--- config.mk ---
export PLATFORM = sky130hd
export DESIGN_NAME = cog_ram_loader_flat
export DESIGN_NICKNAME = d
export VERILOG_FILES = /design/src/rtl/cog_ram_loader_if.sv /design/src/rtl/cog_ram_loader.sv /design/src/flat_wrapper.sv
export SDC_FILE = /design/constraint.sdc
export NUM_CORES = 1
export LEC_CHECK = 0
export CORE_MARGIN = 3
export CORE_UTILIZATION = 45
export DETAILED_ROUTE_END_ITERATION = 8
export PLACE_DENSITY = 0.79
export SYNTH_ARGS = -nofsm -noshare
export SYNTH_HDL_FRONTEND = slang
export SYNTH_SLANG_ARGS = --single-unit
--- constraint.sdc ---
create_clock -name clk -period 3.9 [get_ports clk]
set_input_delay 1.17 -clock clk [delete_from_list [all_inputs] [get_ports clk]]
set_output_delay 1.17 -clock clk [all_outputs]
set_load 0.02 [all_outputs]
--- src/rtl/cog_ram_loader_if.sv ---
// Hub read handshake plus cog RAM port B write bus used by the coginit loader.
interface cog_ram_loader_if #(
    parameter int unsigned AW = 9,
    parameter int unsigned HW = 14
);
    logic          hub_req;
    logic [HW-1:0] hub_addr;
    logic          hub_ack;
    logic [31:0]   hub_data;
    logic          bena;
    logic          bw;
    logic [AW-1:0] ba;
    logic [31:0]   bd;

    modport master (
        output hub_req, hub_addr, bena, bw, ba, bd,
        input  hub_ack, hub_data
    );

    modport slave (
        input  hub_req, hub_addr, bena, bw, ba, bd,
        output hub_ack, hub_data
    );
endinterface

--- src/rtl/cog_ram_loader.sv ---
// Coginit load path: copies LONGS longs from hub memory into cog RAM port B,
// starting at cog address 0. All outputs are registered.
module cog_ram_loader #(
    parameter int unsigned LONGS = 496,
    parameter int unsigned AW    = 9,
    parameter int unsigned HW    = 14
) (
    input  logic            clk,
    input  logic            nres,
    input  logic            start,
    input  logic            abort,
    input  logic [HW-1:0]   hub_ptr,
    output logic            busy,
    output logic            done,
    cog_ram_loader_if.master bus
);

    typedef enum logic [1:0] {StIdle, StReq, StWrite, StDone} state_e;

    state_e        state_q, state_d;
    logic [HW-1:0] base_q, base_d;
    logic [AW-1:0] cnt_q, cnt_d;

    logic          busy_d, done_d, hub_req_d, bena_d;
    logic [HW-1:0] hub_addr_d;
    logic [AW-1:0] ba_d;
    logic [31:0]   bd_d;

    logic last;
    assign last = (cnt_q == AW'(LONGS - 1));

    // State register.
    always_ff @(posedge clk or negedge nres) begin
        if (!nres) begin
            state_q <= StIdle;
        end else begin
            state_q <= state_d;
        end
    end

    // Next state plus base/count bookkeeping.
    always_comb begin
        state_d = state_q;
        base_d  = base_q;
        cnt_d   = cnt_q;
        case (state_q)
            StIdle: begin
                if (start) begin
                    state_d = StReq;
                    base_d  = hub_ptr;
                    cnt_d   = '0;
                end
            end
            StReq: begin
                // abort wins over a coincident ack; the acked data is dropped
                if (abort) begin
                    state_d = StIdle;
                end else if (bus.hub_ack) begin
                    state_d = StWrite;
                end
            end
            StWrite: begin
                if (abort) begin
                    state_d = StIdle;
                end else if (last) begin
                    state_d = StDone;
                end else begin
                    state_d = StReq;
                    cnt_d   = cnt_q + AW'(1);
                end
            end
            StDone: begin
                state_d = StIdle;
            end
            default: begin
                state_d = StIdle;
            end
        endcase
    end

    // Output values for the coming cycle, derived from the next state.
    always_comb begin
        busy_d     = (state_d == StReq) || (state_d == StWrite);
        hub_req_d  = (state_d == StReq);
        hub_addr_d = base_d + HW'(cnt_d);
        bena_d     = (state_d == StWrite);
        ba_d       = bena_d ? cnt_d : '0;
        // StWrite is only entered from an acked StReq, so hub_data is valid here
        bd_d       = bena_d ? bus.hub_data : '0;
        done_d     = (state_d == StDone);
    end

    // Datapath and registered outputs.
    always_ff @(posedge clk or negedge nres) begin
        if (!nres) begin
            base_q       <= '0;
            cnt_q        <= '0;
            busy         <= 1'b0;
            done         <= 1'b0;
            bus.hub_req  <= 1'b0;
            bus.hub_addr <= '0;
            bus.bena     <= 1'b0;
            bus.bw       <= 1'b0;
            bus.ba       <= '0;
            bus.bd       <= '0;
        end else begin
            base_q       <= base_d;
            cnt_q        <= cnt_d;
            busy         <= busy_d;
            done         <= done_d;
            bus.hub_req  <= hub_req_d;
            bus.hub_addr <= hub_addr_d;
            bus.bena     <= bena_d;
            bus.bw       <= bena_d;
            bus.ba       <= ba_d;
            bus.bd       <= bd_d;
        end
    end

endmodule

--- src/flat_wrapper.sv ---
// flat-port wrapper written by rule: the top's interface ports become plain ports
module cog_ram_loader_flat 
#(
    parameter int unsigned LONGS = 496,
    parameter int unsigned AW    = 9,
    parameter int unsigned HW    = 14
)
  (clk, nres, start, abort, hub_ptr, busy, done, bus_hub_req, bus_hub_addr, bus_bena, bus_bw, bus_ba, bus_bd, bus_hub_ack, bus_hub_data);
  cog_ram_loader_if #(.AW(AW), .HW(HW)) bus_i ();
  input  logic clk;
  input  logic nres;
  input  logic start;
  input  logic abort;
  input  logic [HW-1:0] hub_ptr;
  output logic busy;
  output logic done;
  output wire logic [$bits(bus_i.hub_req)-1:0] bus_hub_req;
  output wire logic [$bits(bus_i.hub_addr)-1:0] bus_hub_addr;
  output wire logic [$bits(bus_i.bena)-1:0] bus_bena;
  output wire logic [$bits(bus_i.bw)-1:0] bus_bw;
  output wire logic [$bits(bus_i.ba)-1:0] bus_ba;
  output wire logic [$bits(bus_i.bd)-1:0] bus_bd;
  input wire logic [$bits(bus_i.hub_ack)-1:0] bus_hub_ack;
  input wire logic [$bits(bus_i.hub_data)-1:0] bus_hub_data;
  assign bus_hub_req = bus_i.hub_req;
  assign bus_hub_addr = bus_i.hub_addr;
  assign bus_bena = bus_i.bena;
  assign bus_bw = bus_i.bw;
  assign bus_ba = bus_i.ba;
  assign bus_bd = bus_i.bd;
  assign bus_i.hub_ack = bus_hub_ack;
  assign bus_i.hub_data = bus_hub_data;
  cog_ram_loader #(.LONGS(LONGS), .AW(AW), .HW(HW)) u_core (.clk(clk), .nres(nres), .start(start), .abort(abort), .hub_ptr(hub_ptr), .busy(busy), .done(done), .bus(bus_i));
endmodule
# Yosys cells after proc, flatten, opt, wreduce, memory -nomap -nowiden
# Index checks and enable logic that the tools add are counted.
[word_totals] register_bits=84 latchBits=0 mem_bits_rw=0 romBits=0 inputBits=51 n_memories=0
[op_classes] addsub=2 mul=0 div=0 magnitude_cmp=0 n_eq_ne=7 shift=0 n_mux=14 bitwise=0 reduce_logical=2
[ops] op="$mux W9" count=4
[ops] op="$mux W32" count=1
[ops] op="$mux W14" count=2
[ops] op="$pmux W9 S2" count=1
[ops] op="$add A14 B9 Y14" count=1
[ops] op="$mux W2" count=5
[ops] op="$add A9 B1 Y9 const B" count=1
[ops] op="$eq A9 B9 Y1 const B" count=1
[ops] op="$eq A2 B2 Y1 const B" count=4
[ops] op="$pmux W2 S4" count=1
[ops] op="$eq A2 B1 Y1 const B" count=2
[ops] op="$logic_not A2 Y1" count=1
[ops] op="$logic_or A1 B1 Y1" count=1

# Logic depth before layout (Yosys ltp)
[depth] word_depth=6 mapped_depth=14 depth_no_buf=13

# Worst setup path after synthesis
# Ideal clock, no wire load.
[synth_timing] kind="input port to flip-flop" startpoint="in start" endpoint="reg u_core.bus.hub_addr[12]" t_arrival_ns=3.562 required_time_ns=3.776 setup_slack_ns=0.214 path_stages=13 path_buffers=2 cell_sequence="nor3b_2 clkbuf_1 buf_1 nand2_1 nand2_1 ha_1 inv_1 fa_1 nand2b_1 a21oi_1 o311a_1 o211ai_1 xnor2_1"
[synth_via] elab_chain_cells=3
[synth_rtl] element="start: declaration" line="flat_wrapper.sv:12" source="input logic start;"
[synth_rtl] element="$mux W14" line="cog_ram_loader.sv:48" source="if (start) begin"
[synth_rtl] element="$mux W14" line="cog_ram_loader.sv:46" source="case (state_q)"
[synth_rtl] element="named net u_core.base_d[0]" line="cog_ram_loader.sv:21" source="logic [HW-1:0] base_q, base_d;"
[synth_rtl] element="$add A14 B9 Y14" line="cog_ram_loader.sv:85" source="hub_addr_d = base_d + HW'(cnt_d);"
[synth_rtl] element="named net u_core.hub_addr_d[12]" line="cog_ram_loader.sv:25" source="logic [HW-1:0] hub_addr_d;"
[synth_rtl] element="end signal: assignment" line="cog_ram_loader.sv:112" source="bus.hub_addr <= hub_addr_d;"
[synth_rtl] element="end: declaration" line="cog_ram_loader_if.sv:16" source="output hub_req, hub_addr, bena, bw, ba, bd,"
# The timed path passes the listed nets, and every way through them passes these cells.

# Final worst setup path
[layout_timing] startpoint="in abort" endpoint="reg u_core.bus.hub_addr[12]"
[layout_via] elab_chain_cells=3
[layout_rtl] element="start: declaration" line="flat_wrapper.sv:13" source="input logic abort;"
[layout_rtl] element="$mux W9" line="cog_ram_loader.sv:63" source="if (abort) begin"
[layout_rtl] element="$pmux W9 S2" line="cog_ram_loader.sv:46"
[layout_rtl] element="named net u_core.cnt_d[0]" line="cog_ram_loader.sv:22" source="logic [AW-1:0] cnt_q, cnt_d;"
[layout_rtl] element="$add A14 B9 Y14" line="cog_ram_loader.sv:85"
[layout_rtl] element="named net u_core.hub_addr_d[12]" line="cog_ram_loader.sv:25"
# The timed path passes the listed nets, and every way through them passes these cells.

==> reports/qor.txt <==
final wirelength: 8.02 mm
Mapped Avg Cell Area: 12.0 um2
worst slew pin tran: 1.02 ns
core box area: 0.00729 mm2
clk root buf: clkbuf_8
layout cells sized above 1: 12.2%
max-cap viol count: 0
Final Setup Violations: 0
FFs w/ async S/R, synth: 100%
FP Rows: 31
most common cell after layout, fill and taps aside: clkdlybuf4s50_1
Min-Delay Path Class: flip-flop to flip-flop
DR DRC count: 0
worst-path maximum fanout: 3
Final Total Pwr: 2.42 mW
pin count of the biggest net entering global routing: 85
Final Hold Vio Count: 0
minimum clock period: 3.74 ns
Fin Hold WS: 0.479 ns
initial detailed-routing violation count: 135
vias in the first global route: 2570
Synthesized Nets: 348
Worst-path clk slew: 0.08 ns
# H-tree levels: 3
fillcell total: 555
worst slack, placed: -0.252 ns
register area share after synthesis: 62.0%
Post-synth EDFFs: 0
Slew Viols, Final: 0
Clock Tree Buf Depth: 2
Total GRT Usage: 19.2%
vias per inst: 4.83
leakage power: 2.45 nW
Placed Area: 0.00476 mm2
CTS tree: done
Clock Latency Late Sink: 0.35 ns
Rel. slew slack: 32.1%
final std cells w/o fill: 525
final worst setup slack: 0.165 ns
area grow syn2layout: 49.0%
CP arrival: 3.98 ns
drt wl/cell: 15.3 um
Yosys cell types: 40
Vert. Die Dim: 92.8 um
Initial Utilization: 46.5%
routed vias: 2537
Ant. Diodes: 0
worst vdd ir: 0.000329 V
Setup Skew: 0.00833 ns
Routed Antenna Nets: 0
RSZ-0062 raised after global routing: yes
Netlist Area Pre-Place: 0.00339 mm2
final instance area: 0.00505 mm2
Placed Instances: 508
Port Buffers: 110
synthesized instance count: 283
CP Launch Type: input pin
synth warn: 0
DRT Pass-1 Iters: 4
GR Overflow Total: 0
most frequent cells in the layout: clkdlybuf4s50_1, dfrtp_1, nand2_1, and2_1, buf_4
nets: 487
die footprint: 0.00861 mm2
DP HPWL: 5.91 mm
Synth area leaders: dfrtp_1, and2_1, ha_1
Achievable Freq: 268 MHz
required time of the critical path: 4.14 ns
post-synth top area cell: dfrtp_1
Crit Path Category: input pin to flip-flop
multi-input logic area: 0.00124 mm2
initial antenna violation count: 0
first-pass GRT wire length: 12.7 mm
Primary FF master, synth: dfrtp_1
count of clock tree sinks: 84
Worst Setup End Kind: flip-flop
GPL Wtd Cong: 0.820
Die Width: 92.8 um
Final period util: 95.8%
Register Area: 0.00210 mm2
status: finished clean
Pwr Density: 479 mW/mm2
I/O pins: 111
register bit count reported by yosys: 84
post-synth top area share: 62.0%
clock buffer count from CTS: 9
[synth_stat cells, types with 5 or more instances]
library cell,n
and2_1,39
xnor2_1,10
clkbuf_1,7
nor2_1,9
a21oi_1,7
o21ai_0,5
ha_1,13
o211ai_1,5
a21o_1,8
dfrtp_1,84
nand2_1,42
nand3_1,7
inv_1,7
mux2i_1,5
[routing by layer]
| metal | share of wire (%) | GRT usage, % | vias up |
|---|---|---|---|
| met5 | 0 | 0 | - |
| met4 | 1.0 | 6.47 | 0 |
| met3 | 6.2 | 5.04 | 9 |
| met2 | 50 | 32.1 | 86 |
| met1 | 43 | 24.2 | 1228 |
| li1 | - | - | 1214 |
[critical path: stages]
cell and delay (ns):
clkdlybuf4s50_1 0.44, or3b_4 0.41, a41oi_4 0.23, xnor2_1 0.12
nor2_1 0.15, ha_1 0.19, inv_1 0.06, fa_1 0.38
nand2b_1 0.19, a21oi_2 0.19, o311a_1 0.22, o211ai_1 0.11
xnor2_1 0.14
[timing repair]
action	in CTS	in global routing
resized for setup	0	5
setup endpoints to repair	0	5
hold buffers	0	0
setup buffers	0	2
[cell families (layout without fill, tap and decap cells)]
logic type      after synthesis  after routing  share of synthesized area (%)
simple gates                113            113                           17.3
fa+ha+maj                    14             14                           5.39
buf+inv                      16            159                           1.88
flops                        84             84                           62.0
xor+xnor                     13             13                           3.36
compound gates               36             36                           7.86
mux                           7              7                           2.14
[where the power goes]
part	switching [mW]	total [mW]	internal [mW]
Clock	0.303	0.792	0.489
Sequential	0.0453	1.03	0.987
Combinational	0.304	0.598	0.293
Total	0.653	2.42	1.77
[path summary, 6_finish.rpt]
check | start | end | slack, ns | cells after the start
max | abort | u_core.bus.hub_addr[12] | 0.16 | 13
min | u_core.base_q[5] | u_core.base_q[5] | 0.48 | 2
max reg2reg | u_core.state_q[0] | u_core.bus.hub_addr[12] | 0.92 | 12
min reg2reg | u_core.base_q[5] | u_core.base_q[5] | 0.48 | 2
max in group asynchronous | nres | u_core.base_q[1] | 2.26 | 1
min in group asynchronous | nres | u_core.bus.bd[30] | 0.98 | 1
[metrics by stage]
step	TNS [ns]	utilization (%)
after CTS	0	68.9
after global routing	-0.0118	69.3
after global placement	-0.765	65.3
after detailed placement	-1.38	65.3
after floorplan	0	-
final	0	69.3
[area by class of cell]
| class | instances | area share (%) |
|---|---|---|
| sequential | 84 | 41.6 |
| multi-input combinational | 183 | 24.5 |
| timing repair buffer | 137 | 25.8 |
| inverter | 7 | 0.520 |
| clock buffer | 9 | 2.45 |
| clock inverter | 6 | 2.72 |
| tap | 99 | 2.45 |
[sequential cells by signal, summed over array words and instances (netlist names), 2 cells and up]
| register | flops |
|---|---|
| u_core.bus.hub_addr | 14 |
| u_core.state_q | 2 |
| u_core.cnt_q | 9 |
| u_core.base_q | 14 |
| u_core.bus.ba | 9 |
| u_core.bus.bd | 32 |
No activity file was read; power rests on OpenSTA's default activity.
